File: config.mk
export PLATFORM = sky130hd
export DESIGN_NAME = avr_cpu_fetch_flat
export DESIGN_NICKNAME = d
export VERILOG_FILES = /design/src/rtl/avr_cpu_fetch_if.sv /design/src/rtl/avr_cpu_fetch.sv /design/src/flat_wrapper.sv
export SDC_FILE = /design/constraint.sdc
export NUM_CORES = 1
export LEC_CHECK = 0
export BUFFER_PORTS_ARGS = -buffer_cell sky130_fd_sc_hd__buf_2
export CAP_MARGIN = 30
export CORE_UTILIZATION = 50
export DETAILED_ROUTE_END_ITERATION = 6
export PLACE_DENSITY_LB_ADDON = 0.2
export SLEW_MARGIN = 20
export SYNTH_ARGS = -nofsm -noshare
export SYNTH_HDL_FRONTEND = slang
export SYNTH_SLANG_ARGS = --single-unit
File: constraint.sdc
create_clock -name clk -period 5 [get_ports clk]
set_clock_uncertainty 0.2 [all_clocks]
set_input_delay 0.25 -clock clk [delete_from_list [all_inputs] [get_ports clk]]
set_output_delay 0.25 -clock clk [all_outputs]
set_load 0.02 [all_outputs]
File: src/rtl/avr_cpu_fetch_if.sv
// Fetch <-> decoder/execute/ROM signal bundle for the AVR fetch sequencer.
// master = fetch unit, slave = decoder/execute/ROM side.
interface avr_cpu_fetch_if #(
   parameter int PC_WIDTH = 12
);
   logic [PC_WIDTH-1:0] prog_addr;
   logic [15:0]         prog_data;
   logic [15:0]         opcode;
   logic                cycle;
   logic                exec_valid;
   logic [PC_WIDTH-1:0] exec_pc;
   logic                hold;
   logic [15:0]         pc_update;
   logic                stack_read;
   logic [PC_WIDTH-1:0] ret_addr;
   logic [PC_WIDTH-1:0] push_addr;
   logic                lpm_access;
   logic [15:0]         z_addr;
   logic [7:0]          lpm_data;
   logic                branch_taken;
   logic                skip;

   modport master (
      output prog_addr, opcode, cycle, exec_valid, exec_pc, push_addr, lpm_data,
      input  prog_data, hold, pc_update, stack_read, ret_addr, lpm_access,
             z_addr, branch_taken, skip
   );

   modport slave (
      input  prog_addr, opcode, cycle, exec_valid, exec_pc, push_addr, lpm_data,
      output prog_data, hold, pc_update, stack_read, ret_addr, lpm_access,
             z_addr, branch_taken, skip
   );
endinterface

File: src/rtl/avr_cpu_fetch.sv
// AVR instruction fetch sequencer: owns the PC, inserts bubbles for taken
// branches and skips, sequences two-cycle instructions and steals the ROM port for LPM.
module avr_cpu_fetch #(
   parameter int PC_WIDTH = 12
) (
   input  logic           clk,
   input  logic           reset,
   avr_cpu_fetch_if.master bus
);

   typedef enum logic {
      PH_FIRST  = 1'b0,
      PH_SECOND = 1'b1
   } phase_e;

   phase_e              phase_q, phase_d;
   logic [PC_WIDTH-1:0] fetch_pc_q, fetch_pc_d;
   logic [PC_WIDTH-1:0] exec_pc_q, exec_pc_d;
   logic                valid_q, valid_d;
   logic [15:0]         ir_hold_q, ir_hold_d;
   logic                lpm_lo_q, lpm_lo_d;

   logic                cycle;
   logic                exec_valid;
   logic [15:0]         opcode;
   logic [PC_WIDTH-1:0] target;
   logic [PC_WIDTH-1:0] fetch_pc_inc;
   logic                lpm_steal;
   logic                unused_ok;

   assign unused_ok = ^{bus.pc_update[15:PC_WIDTH], bus.z_addr[15:PC_WIDTH+1]};

   always_comb begin
      cycle        = (phase_q == PH_SECOND);
      exec_valid   = valid_q | cycle;
      opcode       = 16'h0000;
      if (cycle) begin
         opcode = ir_hold_q;
      end else if (valid_q) begin
         opcode = bus.prog_data;
      end
      target       = exec_pc_q + PC_WIDTH'(1) + bus.pc_update[PC_WIDTH-1:0];
      fetch_pc_inc = fetch_pc_q + PC_WIDTH'(1);
      // An LPM only owns the ROM port while a real instruction sits in cycle 0.
      lpm_steal    = !cycle && valid_q && bus.lpm_access;
   end

   always_comb begin
      bus.cycle      = cycle;
      bus.exec_valid = exec_valid;
      bus.opcode     = opcode;
      bus.exec_pc    = exec_pc_q;
      bus.push_addr  = exec_pc_q + PC_WIDTH'(1);
      bus.prog_addr  = lpm_steal ? bus.z_addr[PC_WIDTH:1] : fetch_pc_q;
      bus.lpm_data   = 8'h00;
      if (cycle) begin
         bus.lpm_data = lpm_lo_q ? bus.prog_data[7:0] : bus.prog_data[15:8];
      end
   end

   always_ff @(posedge clk) begin
      if (reset) begin
         phase_q    <= PH_FIRST;
         fetch_pc_q <= '0;
         exec_pc_q  <= '0;
         valid_q    <= 1'b0;
         ir_hold_q  <= 16'h0000;
         lpm_lo_q   <= 1'b0;
      end else begin
         phase_q    <= phase_d;
         fetch_pc_q <= fetch_pc_d;
         exec_pc_q  <= exec_pc_d;
         valid_q    <= valid_d;
         ir_hold_q  <= ir_hold_d;
         lpm_lo_q   <= lpm_lo_d;
      end
   end

   always_comb begin
      phase_d    = phase_q;
      fetch_pc_d = fetch_pc_q;
      exec_pc_d  = exec_pc_q;
      valid_d    = valid_q;
      ir_hold_d  = ir_hold_q;
      lpm_lo_d   = lpm_lo_q;

      if (cycle) begin
         // The ROM was re-addressed with fetch_pc during cycle 1, so the
         // instruction arriving next is the one at fetch_pc.
         phase_d    = PH_FIRST;
         valid_d    = 1'b1;
         exec_pc_d  = fetch_pc_q;
         fetch_pc_d = fetch_pc_inc;
      end else if (exec_valid && bus.hold) begin
         phase_d    = PH_SECOND;
         ir_hold_d  = opcode;
         fetch_pc_d = bus.stack_read ? bus.ret_addr : target;
         if (bus.lpm_access) begin
            lpm_lo_d = ~bus.z_addr[0];
         end
      end else if (valid_q && (bus.pc_update != 16'h0000) && bus.branch_taken) begin
         fetch_pc_d = target;
         valid_d    = 1'b0;
      end else if (valid_q && bus.skip) begin
         valid_d    = 1'b0;
         exec_pc_d  = fetch_pc_q;
         fetch_pc_d = fetch_pc_inc;
      end else begin
         exec_pc_d  = fetch_pc_q;
         fetch_pc_d = fetch_pc_inc;
         valid_d    = 1'b1;
      end
   end

endmodule

File: src/flat_wrapper.sv
// flat-port wrapper written by rule: the top's interface ports become plain ports
module avr_cpu_fetch_flat 
#(
   parameter int PC_WIDTH = 12
)
  (clk, reset, bus_prog_addr, bus_opcode, bus_cycle, bus_exec_valid, bus_exec_pc, bus_push_addr, bus_lpm_data, bus_prog_data, bus_hold, bus_pc_update, bus_stack_read, bus_ret_addr, bus_lpm_access, bus_z_addr, bus_branch_taken, bus_skip);
  avr_cpu_fetch_if #(.PC_WIDTH(PC_WIDTH)) bus_i ();
  input  logic clk;
  input  logic reset;
  output wire logic [$bits(bus_i.prog_addr)-1:0] bus_prog_addr;
  output wire logic [$bits(bus_i.opcode)-1:0] bus_opcode;
  output wire logic [$bits(bus_i.cycle)-1:0] bus_cycle;
  output wire logic [$bits(bus_i.exec_valid)-1:0] bus_exec_valid;
  output wire logic [$bits(bus_i.exec_pc)-1:0] bus_exec_pc;
  output wire logic [$bits(bus_i.push_addr)-1:0] bus_push_addr;
  output wire logic [$bits(bus_i.lpm_data)-1:0] bus_lpm_data;
  input wire logic [$bits(bus_i.prog_data)-1:0] bus_prog_data;
  input wire logic [$bits(bus_i.hold)-1:0] bus_hold;
  input wire logic [$bits(bus_i.pc_update)-1:0] bus_pc_update;
  input wire logic [$bits(bus_i.stack_read)-1:0] bus_stack_read;
  input wire logic [$bits(bus_i.ret_addr)-1:0] bus_ret_addr;
  input wire logic [$bits(bus_i.lpm_access)-1:0] bus_lpm_access;
  input wire logic [$bits(bus_i.z_addr)-1:0] bus_z_addr;
  input wire logic [$bits(bus_i.branch_taken)-1:0] bus_branch_taken;
  input wire logic [$bits(bus_i.skip)-1:0] bus_skip;
  assign bus_prog_addr = bus_i.prog_addr;
  assign bus_opcode = bus_i.opcode;
  assign bus_cycle = bus_i.cycle;
  assign bus_exec_valid = bus_i.exec_valid;
  assign bus_exec_pc = bus_i.exec_pc;
  assign bus_push_addr = bus_i.push_addr;
  assign bus_lpm_data = bus_i.lpm_data;
  assign bus_i.prog_data = bus_prog_data;
  assign bus_i.hold = bus_hold;
  assign bus_i.pc_update = bus_pc_update;
  assign bus_i.stack_read = bus_stack_read;
  assign bus_i.ret_addr = bus_ret_addr;
  assign bus_i.lpm_access = bus_lpm_access;
  assign bus_i.z_addr = bus_z_addr;
  assign bus_i.branch_taken = bus_branch_taken;
  assign bus_i.skip = bus_skip;
  avr_cpu_fetch #(.PC_WIDTH(PC_WIDTH)) u_core (.clk(clk), .reset(reset), .bus(bus_i));
endmodule
==> reports/summary.txt <==
Pin count of the biggest net entering global routing -> 44
Initial antenna violation count -> 0
CTS resizes -> 0
CTS tree -> done
Worst slew pin tran -> 0.763 ns
Distinct cell type count after synthesis -> 51
Yosys reg bits -> 43
Global-route wire length before repair -> 13800 um
Post-DR vias/cell -> 5.73
Initial Util -> 52.5%
Clk sinks -> 43
GRT Overall Usage -> 26.9%
Run status -> finished clean
Syn Std Cell Area -> 3160 sq um
CP arrival -> 3.21 ns
HP Start -> bus_ret_addr[10]
Share of the yosys chip area belonging to registers -> 27.2%
Die width -> 81.5 um
Setup TNS -> 0 ns
Slew Viols, Final -> 0
I/O Buffers -> 125
Gpl congestion -> 0.849
Row count -> 28
CTS Buf Count -> 5
CP required -> 5.00 ns
R2R depth -> 10
Leakage -> 0.00188 uW
Post-DP HPWL -> 6910 um
CTS max path bufs -> 2
DIE AREA -> 6640 sq um
Top_reg_cell synth -> dfxtp_1
RSZ-0062 raised after global routing -> no
Period utilization -> 64.2%
CP Max Fanout -> 6
Critical path type -> register to register
Hold endpoint -> u_core.fetch_pc_q[10]
Syn. warnings -> 0
Util after Layout -> 65.6%
Hold Fails Final Rpt -> 0
Min-delay worst type -> input port to register
Reg-to-reg slack, setup -> 1.79 ns
Number of enable flip-flop cells after synthesis -> 0
Layout cells sized above 1 -> 30.9%
R2R Path End -> u_core.fetch_pc_q[10]
Startpoint types -> register
Period minus WS final -> 3.21 ns
Total gr overflow -> 0
Root buf cell -> clkbuf_8
# setup viols final -> 0
Via count -> 3324
# fillers -> 573
Number of global-route vias before repair -> 2890
Nets -> 588
MaxCap Viol Count -> 0
Pwr/cell area -> 266 nW/um^2
Ys async rst share -> 0%
Wire per inst -> 15.4 um
DRC violations left -> 0
Routed Antenna Nets -> 0
Die height -> 81.5 um
Synthesized instance count -> 389
Boundary pin count -> 129
Total Routed Length -> 8930 um
CTS clk-pin slew, worst paths -> 0.08 ns
DRT Pass-1 Iters -> 4
Iteration-0 DRC count of the detailed router -> 208
Worst-Skew Late Latency -> 0.30 ns
Ant. Diodes -> 0
Synth Area per Inst -> 8.12 sq um
Area of the core -> 6030 sq um
Worst flop-to-flop path startpoint -> u_core.bus.exec_pc[1]
H-tree lvl count -> 2
Peak VDD IR -> 0.164 mV
Rel. slew slack -> 48.5%
Fmax -> 312 MHz
Hold Path Depth -> 3
Post-synthesis net count -> 473
CP Capture Type -> register
Area grow syn2layout -> 25.0%
## worst max path at each step
stage,start,end,depth (start not counted)
global placement,u_core.bus.exec_pc[0],u_core.fetch_pc_q[10],10
detailed placement,u_core.bus.exec_pc[0],u_core.fetch_pc_q[10],10
global route,u_core.bus.exec_pc[0],u_core.fetch_pc_q[10],10
finish,u_core.bus.exec_pc[1],u_core.fetch_pc_q[10],10
CTS,u_core.bus.exec_pc[0],u_core.fetch_pc_q[10],10
floorplan,u_core.bus.exec_pc[2],u_core.fetch_pc_q[11],13
## flip-flops by register name, summed over array words and instances (netlist names)
| name | flops |
|---|---|
| u_core.ir_hold_q | 16 |
| u_core.lpm_lo_q | 1 |
| u_core.fetch_pc_q | 12 |
| u_core.bus.cycle | 1 |
| u_core.bus.exec_pc | 12 |
| u_core.valid_q | 1 |
## metrics by stage
step / std cells / power [uW] / instance area, sq um / setup WS (ns) / hold slack (ns)
floorplan: 389 / 660 / 3160 / 1.59 / 0.160
global placement: 569 / 771 / 3800 / 1.88 / 0.259
detailed placement: 569 / 776 / 3800 / 1.85 / 0.261
CTS: 579 / 1050 / 3940 / 1.81 / 0.104
global route: 580 / 1100 / 3950 / 1.67 / 0.135
finish: 580 / 1050 / 3950 / 1.79 / 0.102
## critical path: stages (launching register included)
cell      delay, ns
dfxtp_1        0.46
ha_1           0.28
nand3_1        0.11
xnor2_1        0.22
ha_1           0.33
a21o_1         0.23
a221oi_1       0.46
o221ai_1       0.23
xor2_1         0.23
o21ai_0        0.13
a221oi_1       0.26
## metal layers
layer  routed length, um  GRT usage [%]
met5                   0              0
met4                  85           5.71
met3                 555           4.22
met2                4170           44.4
met1                4120           36.8
## synthesized netlist by cell type, types with 2 or more instances
cell type	count	share of area, %
nand2_1	44	5.2
nor2_1	44	5.2
dfxtp_1	43	27
mux2i_1	26	8.2
a21oi_1	25	4.0
ha_1	16	6.3
xnor2_1	16	4.4
a22o_1	15	4.2
clkbuf_1	13	1.5
mux2_2	12	4.3
nand3_1	12	1.9
xor2_1	12	3.3
o21ai_0	11	1.7
a21o_1	8	1.9
inv_1	8	0.95
nand4_1	7	1.4
nor3_1	7	1.1
and2_1	5	0.99
buf_2	5	0.79
a211oi_1	4	0.95
a221oi_1	4	1.1
a31oi_1	4	0.79
and3_1	4	0.79
nor4_1	4	0.79
a22oi_1	3	0.71
a2bb2oi_1	3	0.83
a311oi_1	3	0.83
and4_1	3	0.83
buf_1	3	0.36
o22ai_1	3	0.59
o221ai_1	2	0.55
## cell usage in the layout, fill, tap and decap left out, drive strengths merged, types with 4 or more instances in the layout
master  count
inv         9
nand2      44
nand3      13
nor3        7
and2        5
mux2i      26
a21oi      25
nand4       7
nor4        5
a22o       15
clkbuf      5
and3        4
a31oi       4
xor2       12
a221oi      4
mux2       12
dfxtp      43
a211oi      4
ha         16
a21o        8
nor2       45
xnor2      16
o21ai      11
buf       128
## report_power, final
group	internal, uW	total [uW]	switching [uW]
combinational	153	366	214
sequential	368	410	42.4
clock	149	273	124
total	669	1050	380
## cells by family after synthesis
group	share of synthesized area, %
simple gates	20.3
compound gates	21.2
flops	27.2
mux	12.5
buf+inv	4.00
xor+xnor	7.76
fa+ha+maj	6.97
## final cells by class
class	count	area [sq um]	area share, %
clock buffers	5	68.8	1.74
repair buffers	130	676	17.1
multi-input cells	315	2170	55.0
clock inverters	3	43.8	1.11
inverters	9	33.8	0.855
flip-flops and latches	43	861	21.8
well taps	75	93.8	2.38
## timing repair
action                                  in CTS  in global routing
setup buffers                                0                  0
hold endpoints to repair                     1                  0
endpoints found under the setup margin       0                  0
hold buffers                                 2                  0
Note: power is estimated with default switching activity, not from simulation.
